===== src/rtl/cone_launch_capture_pkg.sv =====
// Shared types and constants for the launch/capture cone tester.
// Holds the FSM encoding, the LFSR geometry and the MISR parameter defaults.
package cone_launch_capture_pkg;

    typedef enum logic [1:0] {
        ST_IDLE = 2'd0,
        ST_RUN  = 2'd1,
        ST_DONE = 2'd2
    } state_t;

    localparam int LFSR_W     = 7;
    localparam int LFSR_TAP_A = 6;
    localparam int LFSR_TAP_B = 5;
    localparam int COUNT_W    = 8;

    localparam int          SIG_W_DEFAULT    = 16;
    localparam logic [15:0] SIG_POLY_DEFAULT = 16'h1021;
    localparam logic [15:0] SIG_INIT_DEFAULT = 16'h0000;

    // x^7 + x^6 + 1: maximal length, period 127
    function automatic logic [LFSR_W-1:0] lfsr_next(input logic [LFSR_W-1:0] v);
        return {v[LFSR_W-2:0], v[LFSR_TAP_A] ^ v[LFSR_TAP_B]};
    endfunction

endpackage


===== src/rtl/cone_launch_capture_if.sv =====
// Control, launch and capture signals between the tester and its environment.
// The slave side is the tester itself; the master side drives start and models the cone.
interface cone_launch_capture_if
    import cone_launch_capture_pkg::*;
#(
    parameter int SIG_W = SIG_W_DEFAULT
);
    logic                 start;
    logic [LFSR_W-1:0]    seed;
    logic [COUNT_W-1:0]   pattern_count;
    logic [LFSR_W-1:0]    cone_in;
    logic                 cone_out;
    logic                 busy;
    logic                 done;
    logic [SIG_W-1:0]     signature;

    modport master (
        output start, seed, pattern_count, cone_out,
        input  cone_in, busy, done, signature
    );

    modport slave (
        input  start, seed, pattern_count, cone_out,
        output cone_in, busy, done, signature
    );
endinterface


===== src/rtl/cone_misr.sv =====
// Single-input MISR compacting one cone response bit per enabled cycle.
// clear has priority over enable so a new run always starts from SIG_INIT.
module cone_misr #(
    parameter int               SIG_W    = 16,
    parameter logic [SIG_W-1:0] SIG_POLY = 16'h1021,
    parameter logic [SIG_W-1:0] SIG_INIT = 16'h0000
) (
    input  logic             clk,
    input  logic             rst_n,
    input  logic             clear,
    input  logic             enable,
    input  logic             din,
    output logic [SIG_W-1:0] sig
);
    logic [SIG_W-1:0] sig_reg;
    logic [SIG_W-1:0] sig_next;

    // Shift left, fold in the polynomial when the MSB falls out, inject din at bit 0
    for (genvar gi = 0; gi < SIG_W; gi++) begin : g_bit
        if (gi == 0) begin : g_lsb
            assign sig_next[gi] = din ^ (sig_reg[SIG_W-1] & SIG_POLY[gi]);
        end else begin : g_upper
            assign sig_next[gi] = sig_reg[gi-1] ^ (sig_reg[SIG_W-1] & SIG_POLY[gi]);
        end
    end

    always_ff @(posedge clk or negedge rst_n) begin
        if (!rst_n) begin
            sig_reg <= SIG_INIT;
        end else if (clear) begin
            sig_reg <= SIG_INIT;
        end else if (enable) begin
            sig_reg <= sig_next;
        end
    end

    assign sig = sig_reg;
endmodule


===== src/rtl/cone_launch_capture.sv =====
// Launch-on-LFSR / capture-into-MISR tester for one downstream combinational cone.
// Each RUN cycle launches cone_in from a register and captures cone_out at the next edge.
module cone_launch_capture
    import cone_launch_capture_pkg::*;
#(
    parameter int               SIG_W    = SIG_W_DEFAULT,
    parameter logic [SIG_W-1:0] SIG_POLY = SIG_W'(SIG_POLY_DEFAULT),
    parameter logic [SIG_W-1:0] SIG_INIT = SIG_W'(SIG_INIT_DEFAULT)
) (
    input  logic                   clk,
    input  logic                   rst_n,
    cone_launch_capture_if.slave   bus
);
    state_t               state_reg, state_next;
    logic [LFSR_W-1:0]    cone_in_reg, cone_in_next;
    logic [COUNT_W-1:0]   counter_reg, counter_next;
    logic [COUNT_W-1:0]   length_reg, length_next;
    logic                 misr_clear;
    logic                 misr_enable;

    always_ff @(posedge clk or negedge rst_n) begin
        if (!rst_n) begin
            state_reg   <= ST_IDLE;
            cone_in_reg <= '0;
            counter_reg <= '0;
            length_reg  <= '0;
        end else begin
            state_reg   <= state_next;
            cone_in_reg <= cone_in_next;
            counter_reg <= counter_next;
            length_reg  <= length_next;
        end
    end

    always_comb begin
        state_next   = state_reg;
        cone_in_next = cone_in_reg;
        counter_next = counter_reg;
        length_next  = length_reg;
        misr_clear   = 1'b0;
        misr_enable  = 1'b0;
        unique case (state_reg)
            ST_IDLE: begin
                if (bus.start) begin
                    misr_clear = 1'b1;
                    if (bus.pattern_count != '0) begin
                        state_next   = ST_RUN;
                        // All-zero is the LFSR lock-up state, so substitute 1
                        cone_in_next = (bus.seed == '0) ? LFSR_W'(1) : bus.seed;
                        counter_next = COUNT_W'(1);
                        length_next  = bus.pattern_count;
                    end else begin
                        state_next = ST_DONE;
                    end
                end
            end
            ST_RUN: begin
                misr_enable = 1'b1;
                if (counter_reg == length_reg) begin
                    state_next = ST_DONE;
                end else begin
                    cone_in_next = lfsr_next(cone_in_reg);
                    counter_next = counter_reg + COUNT_W'(1);
                end
            end
            ST_DONE: begin
                state_next = ST_IDLE;
            end
            default: begin
                state_next = ST_IDLE;
            end
        endcase
    end

    cone_misr #(
        .SIG_W    (SIG_W),
        .SIG_POLY (SIG_POLY),
        .SIG_INIT (SIG_INIT)
    ) u_misr (
        .clk    (clk),
        .rst_n  (rst_n),
        .clear  (misr_clear),
        .enable (misr_enable),
        .din    (bus.cone_out),
        .sig    (bus.signature)
    );

    assign bus.cone_in = cone_in_reg;
    assign bus.busy    = (state_reg == ST_RUN);
    assign bus.done    = (state_reg == ST_DONE);
endmodule


===== src/flat_wrapper.sv =====
// flat-port wrapper written by rule: the top's interface ports become plain ports
module cone_launch_capture_flat import cone_launch_capture_pkg::*;
#(
    parameter int               SIG_W    = SIG_W_DEFAULT,
    parameter logic [SIG_W-1:0] SIG_POLY = SIG_W'(SIG_POLY_DEFAULT),
    parameter logic [SIG_W-1:0] SIG_INIT = SIG_W'(SIG_INIT_DEFAULT)
)
  (clk, rst_n, bus_start, bus_seed, bus_pattern_count, bus_cone_out, bus_cone_in, bus_busy, bus_done, bus_signature);
  cone_launch_capture_if #(.SIG_W(SIG_W)) bus_i ();
  input  logic clk;
  input  logic rst_n;
  input wire logic [$bits(bus_i.start)-1:0] bus_start;
  input wire logic [$bits(bus_i.seed)-1:0] bus_seed;
  input wire logic [$bits(bus_i.pattern_count)-1:0] bus_pattern_count;
  input wire logic [$bits(bus_i.cone_out)-1:0] bus_cone_out;
  output wire logic [$bits(bus_i.cone_in)-1:0] bus_cone_in;
  output wire logic [$bits(bus_i.busy)-1:0] bus_busy;
  output wire logic [$bits(bus_i.done)-1:0] bus_done;
  output wire logic [$bits(bus_i.signature)-1:0] bus_signature;
  assign bus_i.start = bus_start;
  assign bus_i.seed = bus_seed;
  assign bus_i.pattern_count = bus_pattern_count;
  assign bus_i.cone_out = bus_cone_out;
  assign bus_cone_in = bus_i.cone_in;
  assign bus_busy = bus_i.busy;
  assign bus_done = bus_i.done;
  assign bus_signature = bus_i.signature;
  cone_launch_capture #(.SIG_W(SIG_W), .SIG_POLY(SIG_POLY), .SIG_INIT(SIG_INIT)) u_core (.clk(clk), .rst_n(rst_n), .bus(bus_i));
endmodule

===== config.mk =====
export PLATFORM = sky130hd
export DESIGN_NAME = cone_launch_capture_flat
export DESIGN_NICKNAME = d
export VERILOG_FILES = /design/src/rtl/cone_launch_capture_pkg.sv /design/src/rtl/cone_launch_capture_if.sv /design/src/rtl/cone_misr.sv /design/src/rtl/cone_launch_capture.sv /design/src/flat_wrapper.sv
export SDC_FILE = /design/constraint.sdc
export NUM_CORES = 1
export LEC_CHECK = 0
export ABC_AREA = 1
export BUFFER_PORTS_ARGS = -buffer_cell sky130_fd_sc_hd__buf_2
export CORE_MARGIN = 3
export CORE_UTILIZATION = 35
export CTS_BUF_LIST = sky130_fd_sc_hd__clkbuf_4 sky130_fd_sc_hd__clkbuf_8
export DETAILED_ROUTE_END_ITERATION = 8
export GPL_TIMING_DRIVEN = 0
export HOLD_SLACK_MARGIN = 0.02
export PLACE_DENSITY = 0.53
export SLEW_MARGIN = 20
export SYNTH_ARGS = -nofsm -noshare
export SYNTH_HDL_FRONTEND = slang
export SYNTH_SLANG_ARGS = --single-unit

===== constraint.sdc =====
create_clock -name clk -period 1.4 [get_ports clk]
set_input_delay 0.28 -clock clk [delete_from_list [all_inputs] [get_ports clk]]
set_output_delay 0.28 -clock clk [all_outputs]
set_load 0.005 [all_outputs]

== After elaboration in Yosys (flattened, before gate mapping) ==
Cells that the tools add are included.

* Shift-type cells: 0
* Magnitude comparators: 0
* Divide/modulo/power cells: 0
* Muxes and demuxes: 18
* Add/sub/neg operators: 1
* Bitwise gates (word level): 4
* Reductions and logical operators: 8
* Eq/ne operators: 7
* Multiply operators: 0

{| class="wikitable"
|+ Operators by type and width
! kind !! number
|-
| $mux W16 || 2
|-
| $mux W7 || 4
|-
| $mux W8 || 3
|-
| $pmux W8 S2 || 1
|-
| $pmux W7 S2 || 1
|-
| $add A8 B1 Y8 const B || 1
|-
| $eq A8 B8 Y1 || 1
|-
| $reduce_bool A8 Y1 || 1
|-
| $logic_not A7 Y1 || 1
|-
| $mux W2 || 3
|-
| $ne A2 B1 Y1 const B || 2
|-
| $ne A2 B2 Y1 const B || 2
|-
| $pmux W2 S2 || 1
|-
| $reduce_and A4 Y1 || 1
|-
| $reduce_bool A2 Y1 || 2
|-
| $xor A1 B1 Y1 || 4
|-
| $mux W1 || 3
|-
| $reduce_and A3 Y1 || 1
|-
| $eq A2 B1 Y1 const B || 1
|-
| $eq A2 B2 Y1 const B || 1
|-
| $logic_not A2 Y1 || 1
|-
| $reduce_and A2 Y1 || 1
|}

* Logic and storage cells: 43
* Register bits: 41
* Latch bits: 0
* Bits in read-only memories: 0
* Input bits: 19
* Memories: 0
* Bits in writable memories: 0

== Logic depth before layout (Yosys ltp) ==
Gate-level depths: netlist of run 1.

* Depth in word-level cells: 5
* Depth in mapped cells: 10
* Mapped depth without buffers: 9

== Hierarchy ==
A second synthesis of run 1 with hierarchy kept.

* Cell total of the unflattened synthesis: 281
* Area total of the unflattened synthesis: 2184.6 µm²

{| class="wikitable"
|+ By module, submodules not included
! module !! area an instance (µm²) !! instances !! cells each
|-
| cone_launch_capture || 1515.2 || 1 || 202
|-
| cone_misr || 669.4 || 1 || 79
|}

== Worst setup path before layout of run 1 ==
OpenSTA, ideal clock, no wires.

* Path kind: register to register
* From: reg u_core.state_reg[0]
* To: reg u_core.cone_in_reg[5] (netlist: u_core.bus.cone_in[5])
* Arrival: 1.201 ns
* Data required time: 1.283 ns
* Slack: 0.082 ns
* Cell stages (with the launch flop): 10
* Setup time: 0.117 ns
* Path through: dfrtp_1 -> inv_2 -> nand2_1 -> nor2_4 -> inv_2 -> nor2_2 -> inv_2 -> buf_6 -> nand3_2 -> nand2_1

* Word-level cells in the longest chain between the ends: 3
* Elaborated cells on any way between the ends: 8

{| class="wikitable"
|+ Ends and longest elaborated chain
! element !! RTL line !! RTL
|-
| start, declared || cone_launch_capture.sv:14 || <nowiki>state_t state_reg, state_next;</nowiki>
|-
| start signal, assigned || cone_launch_capture.sv:28 || <nowiki>state_reg <= state_next;</nowiki>
|-
| $eq A2 B1 Y1 or $logic_not A2 Y1 (tied branches) || cone_launch_capture.sv:42 || <nowiki>unique case (state_reg)</nowiki>
|-
| $ne A2 B2 Y1 (no line), or another cell as far along || n/a ||
|-
| $reduce_and A4 Y1 (no line) || n/a ||
|-
| end signal, assigned || cone_launch_capture.sv:29 || <nowiki>cone_in_reg <= cone_in_next;</nowiki>
|-
| end, declared || cone_launch_capture.sv:15 || <nowiki>logic [LFSR_W-1:0] cone_in_reg, cone_in_next;</nowiki>
|}

Several ways; a longest one is shown, not always the timed one.
A chain may end at the register's enable or synchronous reset.

== Worst setup path in the final report of run 1 ==
* From: reg u_core.state_reg[0]
* To: out bus_busy

* Word-level cells in the longest chain between the ends: 1

{| class="wikitable"
|+ Ends and longest elaborated chain
! element !! RTL line !! RTL
|-
| $eq A2 B1 Y1 || cone_launch_capture.sv:89 || <nowiki>assign bus.busy = (state_reg == ST_RUN);</nowiki>
|-
| end, declared || flat_wrapper.sv:17 || <nowiki>output wire logic [$bits(bus_i.busy)-1:0] bus_busy;</nowiki>
|}

Every way passes these cells.

==> results.toml, run 1 <==
[sta]
max_freq_mhz = 692.4
fin_ws_ns = -0.04418
tns_ns = -0.1917
hold_viol = 0
max_slew_margin_pct = 36.55
period_share_pct = 103.2
skew_ns = 0.007825
drv_slew = 0
holdWs_ns = 0.1249
worstMarginPinSlew_ns = 0.9517
fin_crit_ns = 1.444
setup_viol = 8
rsz0062_at_grt = "yes"

[clock_tree]
cts_buffers = 5
insertion_delay_ns = 0.30
cts_max_path_buffers = 2
clock_sinks = 41
clockRootBuffer = "clkbuf_8"
tritoncts = "yes"
htree_levels = 2
cts.reportedPaths.clkPinSlew_ns = 0.09
cts_hold_buffers = 0

[synth]
synth_simple_gate_area_share_pct = 30.36
synthXorXnorAreaFrac_pct = 2.760
synth_compound_area_share_pct = 8.626
ys_types = 26
synth_seq_area_share_pct = 47.15
avgSynthCellArea_um2 = 8.211
syn-cell-area_mm2 = 0.002176
syn-num-nets = 285
synth_cells = 265
ys_warn_count = 0
synth_fa_ha_area_share_pct = 0.5750
synth.area.mux_share_pct = 0
synth_top_family_by_area = "simple AND/OR/NAND/NOR gates"
ys_ff_latch = 41

[routing]
drt-vias-per-instance = 4.729
postRouteAntennaNets = 0
route.detailed.drc = 0
vias = 1958
drtIter0Drc = 92
wire_per_inst_um = 13.14
routed_wl_um = 5442
first_pass_iters = 4

[pwr]
p_comb_share_pct = 57.3
clkPwrFrac_pct = 11.8
seq_power_share_pct = 31.0
vdd_drop_max_mv = 0.9652
p_int_mw = 3.843
p_leak_nw = 1.543
p_sw_share_pct = 42.79
switchingPower_mw = 2.875
p_per_area_mw_per_mm2 = 2280
p_total_mw = 6.718

[outcome]
violations = "setup timing"
outcome = "finished, violations left"

[grt]
grt_max_degree = 42
grt_antenna_before_repair = 0
grt_first_pass_wirelength_um = 9211
grt.total_usage_pct = 15.76
grt_overflow = 0
grt_pass1_vias = 1953

[place]
postPlaceCellArea_mm2 = 0.002485
hpwl_um = 3551
place_inst = 383
place.gp.congestion = 0.7670
pre_cts_ws_ns = -0.1512
port_buffers = 43

[finish]
num_antenna_cells = 0
layout_commonest_cell = "nand2_1"
largest_register_ffs = 16
final_core_util_pct = 49.47
nNetsFinal = 358
final_cell_mix = "nand2_1, buf_2, dfrtp_1"
final_cells = 414
design_area_mm2 = 0.002947
layout-drive-gt1-share_pct = 38.94
area_delta_synth_final_pct = 35.42
fill_cells = 588

[floorplan]
rows = 28
core-area_mm2 = 0.005956
initial_utilization_pct = 36.53
ioPinCount = 44
die_h_um = 84.85
die_w_um = 84.85
dieArea_mm2 = 0.007199

[setup_path]
critical_path_class = "flop to output pin"
required_ns = 1.12
reg2reg_slack_ns = -0.03
critical_path_arrival_ns = 1.16
crit_fanout = 3
startpoint_type = "flop"
setup.worst_path.end_class = "output pin"

[flow_run]
maxCapViolations = 0

[hold_path]
min_path_type = "primary input to async pin"
## final timing paths
| check | startpoint | endpoint | cells after the start |
|---|---|---|---|
| worst min register to register | u_core.bus.cone_in[1] | u_core.bus.cone_in[1] | 2 |
| worst min-delay path | rst_n | u_core.length_reg[1] | 1 |
| worst max-delay path | u_core.state_reg[0] | bus_busy | 5 |
| worst max register to register | u_core.counter_reg[3] | u_core.state_reg[0] | 8 |
| max in group asynchronous | rst_n | u_core.counter_reg[4] | 1 |
| min in group clk | bus_pattern_count[2] | u_core.length_reg[2] | 3 |
## metal layers
| metal | GRT usage [%] | up-vias | wire length (um) |
|---|---|---|---|
| li1 | - | 989 | - |
| met2 | 25.12 | 38 | 2564 |
| met4 | 4.317 | 0 | 51 |
| met3 | 3.107 | 5 | 218 |
| met1 | 21.98 | 926 | 2607 |
| met5 | 0 | - | 0 |
## cell usage after synthesis
library cell	count	area, um^2
nand2_1	77	289.0
dfrtp_1	41	1026
inv_1	36	135.1
nand3_1	25	125.1
o21ai_0	14	70.07
nor2_1	13	48.80
o22ai_1	13	81.33
nand3_2	9	90.09
a21oi_1	4	20.02
inv_2	4	15.01
nor2_2	4	25.02
buf_4	3	22.52
nor2_4	3	33.78
xnor2_1	3	26.28
buf_2	2	10.01
buf_6	2	22.52
nand4_1	2	12.51
xor2_1	2	17.52
a21oi_4	1	16.27
buf_12	1	20.02
clkbuf_1	1	3.750
ha_1	1	12.51
nand2_4	1	11.26
nand2_8	1	20.02
nor3_1	1	5.000
xnor2_2	1	16.27
## final cells by class
type	count	area, um^2	share of cell area [%]
Clock inverter	3	17.52	0.5945
Tap cell	75	93.84	3.185
Sequential cell	41	1030	34.95
Multi-Input combinational cell	175	1036	35.16
Clock buffer	5	68.82	2.335
Buffer	9	108.9	3.694
Timing Repair Buffer	66	436.7	14.82
Inverter	40	155.1	5.265
## repair_timing
action	CTS	global route
setup buffers	11	11
pin swaps	2	16
hold endpoints to repair	0	0
resized for setup	12	32
setup endpoints to repair	25	36
gates cloned	0	1
## power groups by stage
stage,Clock (mW),Sequential [mW],Combinational [mW]
2_1_floorplan,0,2.05,2.06
3_3_place_gp,0,2.08,2.86
3_5_place_dp,0,2.09,2.87
4_1_cts,0.819,2.06,3.27
5_1_grt,0.866,2.15,4.30
6_report,0.792,2.08,3.85
## kinds of logic (layout without fill, tap and decap cells)
kind of cell / count (synthesis) / after routing
simple gates: 136 / 136
flops: 41 / 41
fa+ha+maj: 1 / 1
compound gates: 32 / 32
buf+inv: 49 / 123
xor+xnor: 6 / 6
## critical path, stage by stage (launching register included)
cell     delay, ns
dfrtp_1       0.40
inv_2         0.09
nor2_4        0.04
buf_6         0.12
buf_8         0.11
buf_6         0.10
Note: power is estimated with default switching activity, not from simulation.
==> run 2, diff against run 1 <==
--- a/config.mk
+++ b/config.mk
@@ -5,15 +5,14 @@
 export SDC_FILE = /design/constraint.sdc
 export NUM_CORES = 1
 export LEC_CHECK = 0
-export ABC_AREA = 1
 export BUFFER_PORTS_ARGS = -buffer_cell sky130_fd_sc_hd__buf_2
 export CORE_MARGIN = 3
-export CORE_UTILIZATION = 35
+export CORE_UTILIZATION = 50
 export CTS_BUF_LIST = sky130_fd_sc_hd__clkbuf_4 sky130_fd_sc_hd__clkbuf_8
 export DETAILED_ROUTE_END_ITERATION = 8
 export GPL_TIMING_DRIVEN = 0
 export HOLD_SLACK_MARGIN = 0.02
-export PLACE_DENSITY = 0.53
+export PLACE_DENSITY = 0.74
 export SLEW_MARGIN = 20
 export SYNTH_ARGS = -nofsm -noshare
 export SYNTH_HDL_FRONTEND = slang
==> results.toml, run 2 <==
[setup_path]
crit_end = "u_core.bus.cone_in[0]"
critPathLaunch = "u_core.counter_reg[6]"
reg2reg_slack_ns = -0.25
critical_path_class = "flop to flop"
cpPeakStageDelay_ns = 0.41
ff2ff_path_depth = 6
setup.worst_path.end_class = "flop"
cp_cell_sequence = "xnor2_1 -> nand4_1 -> o21ai_4 -> and2_4 -> inv_4 -> mux2_4"
required_ns = 1.57
slowest_stage = "dfrtp_1"
startpoint_type = "flop"
r2r-start = "u_core.counter_reg[6]"
timing.rr.end = "u_core.bus.cone_in[0]"
crit_fanout = 3
critical_path_arrival_ns = 1.82

[clock_tree]
clockRootBuffer = "clkbuf_8"
tritoncts = "yes"
cts.reportedPaths.clkPinSlew_ns = 0.07
cts_max_path_buffers = 2
insertion_delay_ns = 0.28
cts_buffers = 5
htree_levels = 2
cts_hold_buffers = 0
clock_sinks = 41

[finish]
area_delta_synth_final_pct = 38.55
design_area_mm2 = 0.002550
final_cells = 278
num_antenna_cells = 0
final_cell_mix = "buf_2, dfrtp_1, buf_4"
fill_cells = 236
layout_commonest_cell = "buf_2"
largest_register_ffs = 16
nNetsFinal = 252
multi_input_area_um2 = 868.3
register_area_mm2 = 0.001033
layout-drive-gt1-share_pct = 51.72

[sta]
setup_viol = 18
holdWs_ns = 0.1079
rsz0062_at_grt = "yes"
worstMarginPinSlew_ns = 0.8732
period_share_pct = 118.2
skew_ns = 0.005912
fin_ws_ns = -0.2546
drv_slew = 0
fin_crit_ns = 1.655
max_freq_mhz = 604.4
max_slew_margin_pct = 41.79
hold_viol = 0
tns_ns = -3.162

[synth]
yosysMostFrequentCell = "dfrtp_1"
synth_cells = 158
avgSynthCellArea_um2 = 11.65
ys_types = 36
ys_ff_latch = 41
yosys.area.top_type_share_pct = 55.74
synth_seq_area_share_pct = 55.74
ys_top_cells_by_count = "dfrtp_1, a22o_1, xnor2_1, a21oi_1"
yosys.area.top_type = "dfrtp_1"
syn-cell-area_mm2 = 0.001841
syn-num-nets = 178
synthFlopType = "dfrtp_1"
ys_async_sr_fraction_pct = 100.0
synth.top_cells.by_area = "dfrtp_1, a22o_1, xnor2_1, mux2_2, a21oi_1"
ys_warn_count = 0
synth_edf_count = 0

[place]
place_inst = 247
port_buffers = 43
place.gp.congestion = 0.8300
postPlaceCellArea_mm2 = 0.002136
hpwl_um = 3007

[routing]
route.detailed.drc = 0
first_pass_iters = 4
postRouteAntennaNets = 0
wire_per_inst_um = 17.34
vias = 1572
drt-vias-per-instance = 5.655
routed_wl_um = 4821
drtIter0Drc = 47

[floorplan]
die_w_um = 66.67
initial_utilization_pct = 53.47
rows = 21
die_h_um = 66.67
ioPinCount = 44
dieArea_mm2 = 0.004445
core-area_mm2 = 0.003442

[hold_path]
min_path_type = "primary input to async pin"

[flow_run]
maxCapViolations = 0

[grt]
grt_first_pass_wirelength_um = 7258
grt_max_degree = 42
grt_overflow = 0
grt_pass1_vias = 1496
grt.total_usage_pct = 21.76
grt_antenna_before_repair = 0

[pwr]
p_per_area_mw_per_mm2 = 2295
vdd_drop_max_mv = 1.130
p_leak_nw = 1.245

[outcome]
outcome = "finished, violations left"
violations = "setup timing"
-- run 2: routing by layer --
layer / up-vias / global-route usage (%) / wire length, um
li1: 718 / - / -
met5: - / 0 / 0
met2: 54 / 37.25 / 2471
met4: 0 / 7.868 / 104
met3: 8 / 4.047 / 271
met1: 792 / 27.22 / 1973
-- run 2: stage by stage --
step,util (%),setup WS (ns),power (mW)
detailed placement,62.05,-0.4413,4.227
CTS,69.36,-0.1823,5.430
floorplan,-,-0.2015,3.518
finish,74.08,-0.2546,5.851
global route,74.08,-0.3249,6.192
global placement,62.05,-0.4142,4.114
-- run 2: worst min-delay path by stage --
stage | endpoint | slack (ns) | depth (start not counted) | start
finish | u_core.bus.cone_in[3] | 0.11 | 1 | rst_n
global route | u_core.bus.cone_in[3] | 0.18 | 1 | rst_n
CTS | u_core.bus.cone_in[3] | 0.14 | 1 | rst_n
detailed placement | u_core.bus.cone_in[3] | 0.45 | 1 | rst_n
global placement | u_core.bus.cone_in[4] | 0.43 | 1 | rst_n
floorplan | u_core.bus.cone_in[0] | -0.02 | 0 | rst_n
-- run 2: logic make-up after synthesis --
logic type	count (synthesis)	share of synthesized area, %
xor+xnor	14	6.662
simple gates	35	9.925
mux	9	5.710
flops	41	55.74
fa+ha+maj	1	0.6797
compound gates	43	17.54
buf+inv	15	3.739
-- run 2: area by class of cell --
class	instances	area share (%)
inverters	9	1.423
well taps	46	2.257
repair buffers	67	15.90
clock buffers	7	3.533
plain buffers	6	2.306
multi-input cells	102	34.05
flip-flops and latches	41	40.53
-- run 2: where the power goes --
group	internal, mW	switching (mW)	total [mW]	leakage [nW]
registers	1.67	0.457	2.13	0.514
logic	1.60	1.35	2.95	0.684
clock network	0.410	0.366	0.777	0.0477
-- run 2: critical path, delay by kind of cell, from the launching register on --
kind	cells	cell delay, ns
multiplexers	1	0.28
buffers and inverters	1	0.04
AND/OR/NAND/NOR	2	0.39
XOR/XNOR	1	0.21
flip-flops	1	0.41
AO/OA/AOI/OAI	1	0.22
-- run 2: repair_timing --
| item | CTS | global route |
|---|---|---|
| pin swaps | 8 | 2 |
| buffers inserted | 11 | 14 |
| resized for setup | 26 | 12 |
| setup endpoints to repair | 31 | 33 |
==> run 3, diff against run 2 <==
--- a/config.mk
+++ b/config.mk
@@ -13,6 +13,7 @@
 export GPL_TIMING_DRIVEN = 0
 export HOLD_SLACK_MARGIN = 0.02
 export PLACE_DENSITY = 0.74
+export SETUP_SLACK_MARGIN = 0.5
 export SLEW_MARGIN = 20
 export SYNTH_ARGS = -nofsm -noshare
 export SYNTH_HDL_FRONTEND = slang
==> results.toml, run 3 (synthesized netlist as in run 2, its figures left out) <==
[finish]
area_delta_synth_final_pct = 70.09
layout-drive-gt1-share_pct = 63.27
largest_register_ffs = 16
layout_commonest_cell = "buf_4"
design_area_mm2 = 0.003131
final_cell_mix = "buf_4, buf_2, dfrtp_1"
nNetsFinal = 295
num_antenna_cells = 0
final_core_util_pct = 90.95

[sta]
period_share_pct = 127.7
max_freq_mhz = 559.6
fin_crit_ns = 1.787
max_slew_margin_pct = 61.85
worstMarginPinSlew_ns = 0.5723
setup_viol = 39
hold_viol = 5
drv_slew = 0
skew_ns = 0.004615
rsz0062_at_grt = "yes"
holdWs_ns = -0.004027
fin_ws_ns = -0.3872

[routing]
postRouteAntennaNets = 0
routed_wl_um = 7469
first_pass_iters = 5
wire_per_inst_um = 23.27
vias = 1966
route.detailed.drc = 0
drtIter0Drc = 250
drt-vias-per-instance = 6.125

[clock_tree]
htree_levels = 2
cts_buffers = 5
cts_hold_buffers = 0
cts.reportedPaths.clkPinSlew_ns = 0.08
clockRootBuffer = "clkbuf_8"
tritoncts = "yes"
cts_max_path_buffers = 2
clock_sinks = 41
insertion_delay_ns = 0.30

[grt]
grt_overflow = 0
grt_antenna_before_repair = 0
grt_first_pass_wirelength_um = 9522
grt_max_degree = 42
grt_pass1_vias = 1845
grt.total_usage_pct = 29.91

[setup_path]
required_ns = 1.58
startpoint_type = "flop"
crit_fanout = 4
critical_path_arrival_ns = 1.96
critical_path_class = "flop to flop"
setup.worst_path.end_class = "flop"

[floorplan]
initial_utilization_pct = 53.47
core-area_mm2 = 0.003442
dieArea_mm2 = 0.004445
die_w_um = 66.67
ioPinCount = 44
die_h_um = 66.67
rows = 21

[hold_path]
min_path_type = "primary input to async pin"

[place]
port_buffers = 43
postPlaceCellArea_mm2 = 0.002251
place.gp.congestion = 0.7892
hpwl_um = 2918
pre_cts_ws_ns = -0.3966

[outcome]
violations = "hold timing, setup timing"
outcome = "finished, violations left"

[pwr]
vdd_drop_max_mv = 1.704
p_leak_nw = 1.563
p_per_area_mw_per_mm2 = 2532

[flow_run]
maxCapViolations = 0
-- run 3: changes by cell type in the layout (fill, tap and decap cells not counted), moves of 3 or more --
cell	delta
buf_12	+3
buf_2	-4
buf_4	+31
buf_6	+7
buf_8	+4
mux2_2	-7
mux2_4	+7
nand3_1	-3
o22ai_1	-5
o22ai_2	+3
-- run 3: cell type report --
| type | instances | area (um^2) |
|---|---|---|
| Sequential cell | 41 | 1036 |
| Buffer | 6 | 87.58 |
| Clock inverter | 2 | 35.03 |
| Inverter | 9 | 38.79 |
| Clock buffer | 5 | 68.82 |
| Timing Repair Buffer | 110 | 823.3 |
| Fill cell | 109 | 311.5 |
| Tap cell | 46 | 57.56 |
| Multi-Input combinational cell | 102 | 983.4 |
-- run 3: routing by layer --
layer | global-route usage (%) | vias up | routed length, um
met5 | 0 | - | 0
met4 | 14.21 | 0 | 509
met3 | 9.106 | 54 | 751
met2 | 49.50 | 160 | 3516
met1 | 35.19 | 953 | 2692
li1 | - | 799 | -
-- run 3: final timing paths --
path | from | slack (ns) | cells past startpoint | end
worst max-delay path | u_core.counter_reg[7] | -0.39 | 6 | u_core.counter_reg[0]
worst min-delay path | rst_n | -0.004 | 1 | u_core.bus.cone_in[3]
worst max register to register | u_core.counter_reg[7] | -0.39 | 6 | u_core.counter_reg[0]
worst min register to register | u_core.length_reg[2] | 0.52 | 1 | u_core.length_reg[2]
max in group asynchronous | rst_n | 0.99 | 1 | u_core.state_reg[1]
min in group clk | bus_pattern_count[4] | 0.25 | 2 | u_core.length_reg[4]
-- run 3: power by group --
part / switching [mW] / total [mW] / internal (mW)
Sequential: 0.451 / 2.12 / 1.67
Combinational: 2.18 / 4.87 / 2.70
Clock: 0.416 / 0.934 / 0.518
-- run 3: metrics by stage --
stage	cells	hold slack (ns)	power [mW]	setup TNS (ns)
4_1_cts	298	0.1374	6.728	-2.850
2_1_floorplan	158	-0.01559	3.762	-1.106
5_1_grt	321	0.03332	8.233	-8.717
3_5_place_dp	247	0.4523	4.473	-5.700
3_3_place_gp	247	0.4308	4.371	-4.984
6_report	321	-0.004027	7.928	-6.355
-- run 3: what timing repair did --
| action | in CTS | in global routing |
|---|---|---|
| setup endpoints to repair | 66 | 71 |
| cloned | 2 | 0 |
| pin swaps | 14 | 13 |
| setup buffers | 42 | 23 |
| gates resized for setup | 36 | 22 |
-- run 3: worst max-delay path, stage by stage, from the launching register on --
cell	delay (ns)
dfrtp_2	0.44
xnor2_1	0.20
nand4_1	0.22
o21ai_4	0.26
and2_4	0.21
inv_4	0.05
mux2_2	0.29
